**src/rtl/adder_check_pkg.sv**
```systemverilog
// Shared definitions for the carry-select adder checking path.
//   - check_state_e : checker FSM states (OK, SUSPECT, FAULT)
//   - RES_W         : width of a mod-3 residue
//   - mod3_weight   : weight of a bit position modulo 3 (1, 2, 1, 2, ... from LSB)
//   - mod3_add      : addition of two residues modulo 3
package adder_check_pkg;

    localparam int RES_W = 2;

    typedef enum logic [1:0] {
        OK      = 2'd0,
        SUSPECT = 2'd1,
        FAULT   = 2'd2
    } check_state_e;

    // 2^i mod 3 is 1 for even i and 2 for odd i.
    function automatic logic [RES_W-1:0] mod3_weight(input int idx);
        logic [31:0] idx_bits;
        idx_bits = idx;
        return idx_bits[0] ? 2'd2 : 2'd1;
    endfunction

    // Both operands are assumed already reduced (0..2), so one conditional
    // subtraction is enough.
    function automatic logic [RES_W-1:0] mod3_add(input logic [RES_W-1:0] x,
                                                  input logic [RES_W-1:0] y);
        logic [RES_W:0] s;
        s = {1'b0, x} + {1'b0, y};
        if (s >= 3'd3) begin
            s = s - 3'd3;
        end
        return s[RES_W-1:0];
    endfunction

endpackage

```
**src/rtl/mod3_residue.sv**
```systemverilog
// Combinational mod-3 residue of a W-bit unsigned value.
// Ports:
//   din : W-bit value to reduce
//   res : residue din mod 3, range 0..2
module mod3_residue
    import adder_check_pkg::*;
#(
    parameter int W = 16
) (
    input  logic [W-1:0]     din,
    output logic [RES_W-1:0] res
);

    logic [RES_W-1:0] acc;

    always_comb begin
        acc = '0;
        for (int i = 0; i < W; i++) begin
            if (din[i]) begin
                acc = mod3_add(acc, mod3_weight(i));
            end
        end
        res = acc;
    end

endmodule

```
**config.mk**
```make
export PLATFORM = sky130hd
export DESIGN_NAME = mod3_residue
export DESIGN_NICKNAME = d
export VERILOG_FILES = /design/src/rtl/adder_check_pkg.sv /design/src/rtl/mod3_residue.sv
export SDC_FILE = /design/constraint.sdc
export NUM_CORES = 1
export LEC_CHECK = 0
export CAP_MARGIN = 20
export CORE_UTILIZATION = 30
export DETAILED_ROUTE_END_ITERATION = 10
export GPL_TIMING_DRIVEN = 0
export PLACE_DENSITY_LB_ADDON = 0.05
export SLEW_MARGIN = 20
export SYNTH_ARGS = -nofsm -noshare
export SYNTH_HDL_FRONTEND = slang
export SYNTH_SLANG_ARGS = --single-unit
```
**constraint.sdc**
```tcl
create_clock -name vclk -period 17.55
set_input_delay 4.3875 -clock vclk [all_inputs]
set_output_delay 4.3875 -clock vclk [all_outputs]
set_load 0.05 [all_outputs]
```
Yosys cells after proc, flatten, opt, wreduce, memory -nomap -nowiden

Index checks and enable logic that the tools add are counted.

Register bits after elaboration: 0
Output and inout bits: 2
Word-level logic and storage cells: 76

$add $sub $neg: 30
$lt $le $gt $ge: 15
Muxes and demuxes: 31

Operator list:

| cell                                                | number |
|---|---|
| two-way mux 2 bit                                   | 30 |
| >= comparator 3 x 2 -> 1 bit, second input constant | 15 |
| subtractor 2 bit, second input constant             | 15 |
| adder 2 x 1 -> 3 bit, second input constant         | 7 |
| adder 2 x 2 -> 3 bit, second input constant         | 7 |
| adder 1 x 2 -> 3 bit, second input constant         | 1 |
| two-way mux 1 bit                                   | 1 |

Depth between registers and ports, before layout

Gate-level depths: netlist (run 1).

Depth in word-level cells: 61
Gate-level depth with buffers: 37
Gate-level depth less buffers: 37

Worst setup path before layout (run 1)

Ideal clock, no wire load.

Path kind: input-to-output
Start: input port din[0]
End: output port res[1]
Arrival: 11153 ps
Setup slack: 2009 ps
Stages on the path: 36
Path buffers: 0
Cell sequence: inv_1 > ha_1 > mux2i_2 > inv_1 > ha_1 > and3b_1 > a31o_4 > xor2_1 > ha_1 > nand2_1 > o31a_1 > nand3_1 > o21ai_0 > ha_1 > nand3b_1 > nand2_1 > xnor2_1 > inv_1 > ha_1 > a32oi_2 > o211ai_4 > a2111o_1 > and2_2 > ha_1 > nand2_1 > o211a_2 > xor2_1 > nor3b_1 > o31a_1 > nor2_1 > ha_1 > nand2b_1 > o21ai_0 > ha_1 > mux2_2 > o41a_1

Word-level cells in the longest chain between the ends: 61
Elaborated cells between the ends (all ways): 76

RTL lines:

| element                                                          | RTL line                                     | source |
|---|---|---|
| start, declared                                                  | mod3_residue.sv:10                           | `input logic [W-1:0] din,` |
| two-way mux 1 bit *                                              | mod3_residue.sv:19                           | `if (din[i]) begin` |
| adder 1 x 2 -> 3 bit                                             | adder_check_pkg.sv:28                        | `s = {1'b0, x} + {1'b0, y};` |
| >= comparator 3 x 2 -> 1 bit or subtractor 2 bit (tied branches) | adder_check_pkg.sv:29, adder_check_pkg.sv:30 |  |
| two-way mux 2 bit                                                | adder_check_pkg.sv:29                        | `if (s >= 3'd3) begin` |
| two-way mux 2 bit *                                              | mod3_residue.sv:19                           |  |
| adder 2 x 1 -> 3 bit                                             | adder_check_pkg.sv:28                        |  |
| >= comparator 3 x 2 -> 1 bit or subtractor 2 bit (tied branches) | adder_check_pkg.sv:29, adder_check_pkg.sv:30 |  |
| two-way mux 2 bit                                                | adder_check_pkg.sv:29                        |  |
| (+45 left out)                                                   | -                                            |  |
| adder 2 x 1 -> 3 bit                                             | adder_check_pkg.sv:28                        |  |
| >= comparator 3 x 2 -> 1 bit or subtractor 2 bit (tied branches) | adder_check_pkg.sv:29, adder_check_pkg.sv:30 |  |
| two-way mux 2 bit                                                | adder_check_pkg.sv:29                        |  |
| two-way mux 2 bit *                                              | mod3_residue.sv:19                           |  |
| adder 2 x 2 -> 3 bit                                             | adder_check_pkg.sv:28                        |  |
| >= comparator 3 x 2 -> 1 bit or subtractor 2 bit (tied branches) | adder_check_pkg.sv:29, adder_check_pkg.sv:30 |  |
| two-way mux 2 bit                                                | adder_check_pkg.sv:29                        |  |
| two-way mux 2 bit *                                              | mod3_residue.sv:19                           |  |
| end, declared                                                    | mod3_residue.sv:11                           | `output logic [RES_W-1:0] res` |

Mark *: on every way between the ends. The rest lies on a longest branch, timed or not.

Final worst setup path (run 1)

Start: input port din[1]
End: output port res[1]

Word-level cells in the longest chain between the ends: 57
Elaborated cells between the ends (all ways): 71

RTL lines:

| element                                                          | RTL line |
|---|---|
| two-way mux 2 bit *                                              | mod3_residue.sv:19 |
| adder 2 x 1 -> 3 bit                                             | adder_check_pkg.sv:28 |
| >= comparator 3 x 2 -> 1 bit or subtractor 2 bit (tied branches) | adder_check_pkg.sv:29, adder_check_pkg.sv:30 |
| two-way mux 2 bit                                                | adder_check_pkg.sv:29 |
| two-way mux 2 bit *                                              | mod3_residue.sv:19 |
| adder 2 x 2 -> 3 bit                                             | adder_check_pkg.sv:28 |
| >= comparator 3 x 2 -> 1 bit or subtractor 2 bit (tied branches) | adder_check_pkg.sv:29, adder_check_pkg.sv:30 |
| two-way mux 2 bit                                                | adder_check_pkg.sv:29 |
| (+41 left out)                                                   | - |
| adder 2 x 1 -> 3 bit                                             | adder_check_pkg.sv:28 |
| >= comparator 3 x 2 -> 1 bit or subtractor 2 bit (tied branches) | adder_check_pkg.sv:29, adder_check_pkg.sv:30 |
| two-way mux 2 bit                                                | adder_check_pkg.sv:29 |
| two-way mux 2 bit *                                              | mod3_residue.sv:19 |
| adder 2 x 2 -> 3 bit                                             | adder_check_pkg.sv:28 |
| >= comparator 3 x 2 -> 1 bit or subtractor 2 bit (tied branches) | adder_check_pkg.sv:29, adder_check_pkg.sv:30 |
| two-way mux 2 bit                                                | adder_check_pkg.sv:29 |
| two-way mux 2 bit *                                              | mod3_residue.sv:19 |

Marks and branches as above.

==> impl_metrics.yaml, run 1 <==
worst_hold_path:
  min-delay-start: "din[15]"
  hold_depth: 3
  hp-class: "input pin to primary output"
  min_to: "res[0]"
grt:
  track_usage_pct: 12.5
  antenna_found_initial: 0
  grt_pass1_wl_um: 4530
  gr-total-overflow: 0
  first_global_vias: 1075
  grt_start_max_net_pins: 11
timing:
  drv_slew: 0
  rsz0062_at_grt: "false"
  finalCritPeriodShare_pct: 96.2
  hold_violations: 0
  relSlewSlack_pct: 66.7
  max_slew.worst_pin.slew_ns: 0.499
  setup_slack_ns: 0.660
  finalCriticalPeriod_ns: 16.89
  setup_viol: 0
  totalNegativeSetupSlack_ns: 0
  fmax_ghz: 0.0592
power_and_ir_drop:
  combPwrFrac_pct: 100.0
  p_leak_nw: 0.607
  fin_total_pwr_mw: 0.107
  swShare_pct: 55.2
  powerDensity_nw_per_um2: 74.5
  p_switching_mw: 0.0593
  p_seq_share_pct: 0
  power.internal_mw: 0.0482
  clkPwrFrac_pct: 0
  max-vdd-ir-drop_mv: 0.0240
critical_path:
  worstPathMaxFanout: 6
  worst-setup-path-type: "input pin to primary output"
  cp_slowest_cell: "clkdlybuf4s50_1"
  crit_required_ns: 13.16
  crit_top_cell: "ha_1"
  crit_arrival_ns: 12.50
  start_kind: "input pin"
  critPathCaptureType: "primary output"
  cpPeakStageDelay_ns: 0.52
synth:
  yosysTopAreaCell: "ha_1"
  synth_cells: 149
  synth.yosys.seq_area_share_pct: 0
  yosysMostFrequentCell: "ha_1"
  ys.warnings.count: 0
  synth_top_area_share_pct: 16.5
  ys_top_cells_by_count: "ha_1 (16), nand2_1 (12), inv_1 (10), nor2_1 (10), nand2b_1 (8)"
  synth_nets: 181
  syn_area_per_cell_um2: 8.16
  synthTopCellsByArea: "ha_1 (16%), nand2b_1 (4.1%), mux2_2 (3.7%)"
  yosysUniqueCellTypes: 62
  synth_area_um2: 1220
drt:
  top_layer: "met3"
  num_vias: 1155
  antenna_left: 0
  drtIter0Drc: 22
  wirelength_um: 2610
  dr_wl_met2_um: 1250
  drtPass1Iterations: 5
  wl_met3_um: 61
  drc: 0
  met1_length_um: 1300
  via_per_inst: 5.42
  drt-wirelength-per-cell_um: 12.2
final_layout:
  antenna_cells: 0
  flops_and_latches: 0
  postLayoutCellArea_um2: 1440
  syn_to_final_growth_pct: 18.5
  nets: 199
  clock_buffers: 0
  regArea_um2: 0
  layout-drive-gt1-share_pct: 18.8
  stdcell_count: 213
floorplan:
  die_x_um: 65.7
  die-area_um2: 4310
  rows: 22
  io_pins: 18
  start_util_pct: 32.2
  core_um2: 3770
  die_h_um: 65.7
placed_design:
  io_buffer_count: 16
  gp_congestion: 0.757
  post-place-ws_ns: 0.291
  place_inst: 213
  place_hpwl_um: 2220
  placed_area_um2: 1440
clock_network:
  post_cts_buffers: 0
  cts_hold_buf: 0
  cts_resized: 0
flow_run:
  cap_violations: 0
outcome:
  outcome: "finished clean"
-- cells in the final DEF, fill, tap and decap left out, types with 5 or more instances in the layout --
cell             instances
nor2_1                  10
nand2b_1                 8
nor2b_1                  5
clkdlybuf4s50_1         14
inv_1                   10
nand2_1                 12
o21ai_0                  6
ha_1                    16
-- stage by stage --
| step | hold WS (ns) | utilization (%) |
|---|---|---|
| after floorplan | 9.21 | - |
| after CTS | 10.25 | 38.1 |
| after global routing | 9.90 | 38.2 |
| final | 9.85 | 38.2 |
| after detailed placement | 10.25 | 38.1 |
| after global placement | 10.24 | 38.1 |
-- worst max path at each step --
stage,start,endpoint
final,din[1],res[1]
after global routing,din[0],res[1]
after CTS,din[1],res[1]
after detailed placement,din[1],res[1]
after global placement,din[1],res[1]
after floorplan,din[0],res[1]
-- critical path, delay by kind of cell --
kind,cells,cell delay (ns)
AOI/OAI and AO/OA,10,2.23
buffers and inverters,5,1.11
muxes,2,0.57
adders and majority gates,8,2.27
and+or+nand+nor,10,1.38
xor gates and xnor gates,3,0.57
-- power groups by stage --
stage | Clock, mW | Combinational (mW) | Sequential [mW]
finish | 0 | 0.107 | 0
global placement | 0 | 0.106 | 0
detailed placement | 0 | 0.108 | 0
floorplan | 0 | 0.0845 | 0
global route | 0 | 0.120 | 0
CTS | 0 | 0.109 | 0
-- cell type report --
class                      count  area [um^2]
buffer                         3         12.5
fill                         398         2330
inverter                      11         41.3
multi-input combinational    135         1160
tap                           48         60.1
timing repair buffer          16          165
-- metal layers --
metal  GRT usage (%)  up-vias
met4               0        0
met5               0        -
met3               0        0
met2            24.1       13
met1            16.3      544
li1                -      598
-- cell families (layout without fill, tap and decap cells) --
logic type,after synthesis,after routing,synth area share [%]
AND/OR/NAND/NOR,58,58,26.4
AO/OA/AOI/OAI,46,46,36.9
adder cells (fa/ha/maj),16,16,16.5
buffers and inverters,14,30,4.42
multiplexers,9,9,10.2
XOR/XNOR,6,6,5.56
Power figures use the tool's default switching activity.
==> run 2, diff against run 1 <==
--- a/config.mk
+++ b/config.mk
@@ -5,11 +5,12 @@
 export SDC_FILE = /design/constraint.sdc
 export NUM_CORES = 1
 export LEC_CHECK = 0
-export CAP_MARGIN = 20
+export CORE_MARGIN = 5
 export CORE_UTILIZATION = 30
 export DETAILED_ROUTE_END_ITERATION = 10
 export GPL_TIMING_DRIVEN = 0
 export PLACE_DENSITY_LB_ADDON = 0.05
+export SETUP_SLACK_MARGIN = 0.1
 export SLEW_MARGIN = 20
 export SYNTH_ARGS = -nofsm -noshare
 export SYNTH_HDL_FRONTEND = slang
==> run 2 against run 1 <==
  * Sequential share of layout area stayed put
  * Die area is 26% higher
  * Final area is 0.17% higher
  * Fmax is 0.24% higher
  * Non-clock buffer count stayed put
  * Critical endpoint unchanged
  * Largest cell class unchanged
==> impl_metrics.yaml, run 2 (synthesized netlist as in run 1, its figures left out) <==
worst_hold_path:
  hold_depth: 3
  min_to: "res[0]"
  min-delay-start: "din[15]"
  hp-class: "input pin to primary output"
final_layout:
  clock_buffers: 0
  final_cell_mix: "ha_1 (16), clkdlybuf4s50_1 (14), nand2_1 (12)"
  syn_to_final_growth_pct: 18.7
  layout-drive-gt1-share_pct: 18.8
  fillers: 434
  flops_and_latches: 0
  multi_input_area_um2: 1160
  regArea_um2: 0
  layout_commonest_cell: "ha_1"
  nets: 199
  antenna_cells: 0
timing:
  finalCritPeriodShare_pct: 96.0
  setup_viol: 0
  rsz0062_at_grt: "true"
  fmax_ghz: 0.0593
  totalNegativeSetupSlack_ns: 0
  drv_slew: 0
  hold_violations: 0
  relSlewSlack_pct: 66.4
  worst_hold_slack_ns: 9.83
  finalCriticalPeriod_ns: 16.85
  max_slew.worst_pin.slew_ns: 0.503
drt:
  drt-wirelength-per-cell_um: 12.4
  num_vias: 1136
  antenna_left: 0
  drc: 0
  drtPass1Iterations: 4
  via_per_inst: 5.28
  drtIter0Drc: 16
  wirelength_um: 2670
critical_path:
  crit_required_ns: 13.16
  crit_top_cell: "ha_1"
  critPathCaptureType: "primary output"
  cpPeakStageDelay_ns: 0.51
  start_kind: "input pin"
  worstPathMaxFanout: 6
  crit_arrival_ns: 12.46
  worst-setup-path-type: "input pin to primary output"
  cp_slowest_cell: "clkdlybuf4s50_1"
placed_design:
  gp_congestion: 0.771
  place_hpwl_um: 2330
  io_buffer_count: 16
floorplan:
  die-area_um2: 5430
  die_x_um: 73.7
  die_h_um: 73.7
  start_util_pct: 30.6
  rows: 23
  io_pins: 18
  core_um2: 3970
power_and_ir_drop:
  clkPwrFrac_pct: 0
  max-vdd-ir-drop_mv: 0.0224
  p_switching_mw: 0.0589
  p_leak_nw: 0.607
  powerDensity_nw_per_um2: 74.2
  swShare_pct: 54.9
  power.internal_mw: 0.0483
  combPwrFrac_pct: 100.0
  p_seq_share_pct: 0
  fin_total_pwr_mw: 0.107
grt:
  grt_pass1_wl_um: 4740
  first_global_vias: 1097
  track_usage_pct: 10.2
  gr-total-overflow: 0
  grt_start_max_net_pins: 11
  antenna_found_initial: 0
clock_network:
  cts_hold_buf: 0
outcome:
  outcome: "finished clean"
flow_run:
  cap_violations: 0
## run 2: cell counts in the layout (fill, tap and decap cells not counted)
Identical to the previous run, type by type.
## run 2: worst max-delay path, delay by kind of cell
kind / cells / cell delay (ns)
muxes: 2 / 0.59
buffers and inverters: 5 / 1.09
adders and majority gates: 8 / 2.26
AOI/OAI and AO/OA: 10 / 2.17
and+or+nand+nor: 10 / 1.38
xor gates and xnor gates: 3 / 0.57
## run 2: worst max path at each step
stage	depth (start not counted)	end	slack [ns]	startpoint
6_report	38	res[1]	0.70	din[1]
3_3_place_gp	38	res[1]	0.35	din[1]
2_1_floorplan	36	res[1]	2.01	din[0]
3_5_place_dp	38	res[1]	0.28	din[0]
4_1_cts	38	res[1]	0.22	din[1]
5_1_grt	38	res[1]	0.05	din[0]
## run 2: metrics by stage
step | setup WS (ns) | util [%] | area [um^2] | instances
final | 0.700 | 36.4 | 1440 | 215
after global routing | 0.0464 | 36.4 | 1440 | 215
after CTS | 0.217 | 36.2 | 1440 | 215
after detailed placement | 0.275 | 36.2 | 1440 | 215
after global placement | 0.350 | 36.2 | 1440 | 215
after floorplan | 2.01 | - | 1220 | 149
## run 2: metal layers
metal / part of all wire, % / track usage, % / vias up
li1: - / - / 601
met1: 46 / 13.3 / 523
met2: 52 / 19.3 / 12
met3: 2.4 / 0.274 / 0
met4: 0 / 0.402 / 0
met5: 0 / 0 / -
## run 2: power groups by stage
stage	registers, mW	clock network [mW]	logic [mW]
2_1_floorplan	0	0	0.0845
3_3_place_gp	0	0	0.107
3_5_place_dp	0	0	0.108
4_1_cts	0	0	0.109
5_1_grt	0	0	0.120
6_report	0	0	0.107
## run 2: final cells by class
class / count / area share, %
Multi-Input combinational cell: 135 / 80.5
Tap cell: 50 / 4.33
Buffer: 3 / 0.867
Inverter: 11 / 2.86
Timing Repair Buffer: 16 / 11.4
## run 2: what timing repair did
item,4_1_cts,5_1_grt
buffers inserted,0,0
setup endpoints to repair,0,2
hold endpoints to repair,0,0
resized for setup,0,2
==> run 3, diff against run 2 <==
--- a/config.mk
+++ b/config.mk
@@ -11,7 +11,6 @@
 export GPL_TIMING_DRIVEN = 0
 export PLACE_DENSITY_LB_ADDON = 0.05
 export SETUP_SLACK_MARGIN = 0.1
-export SLEW_MARGIN = 20
 export SYNTH_ARGS = -nofsm -noshare
 export SYNTH_HDL_FRONTEND = slang
 export SYNTH_SLANG_ARGS = --single-unit
==> results of run 3 <==
The final DEF is identical to that of run 2; final timing and power are the same.
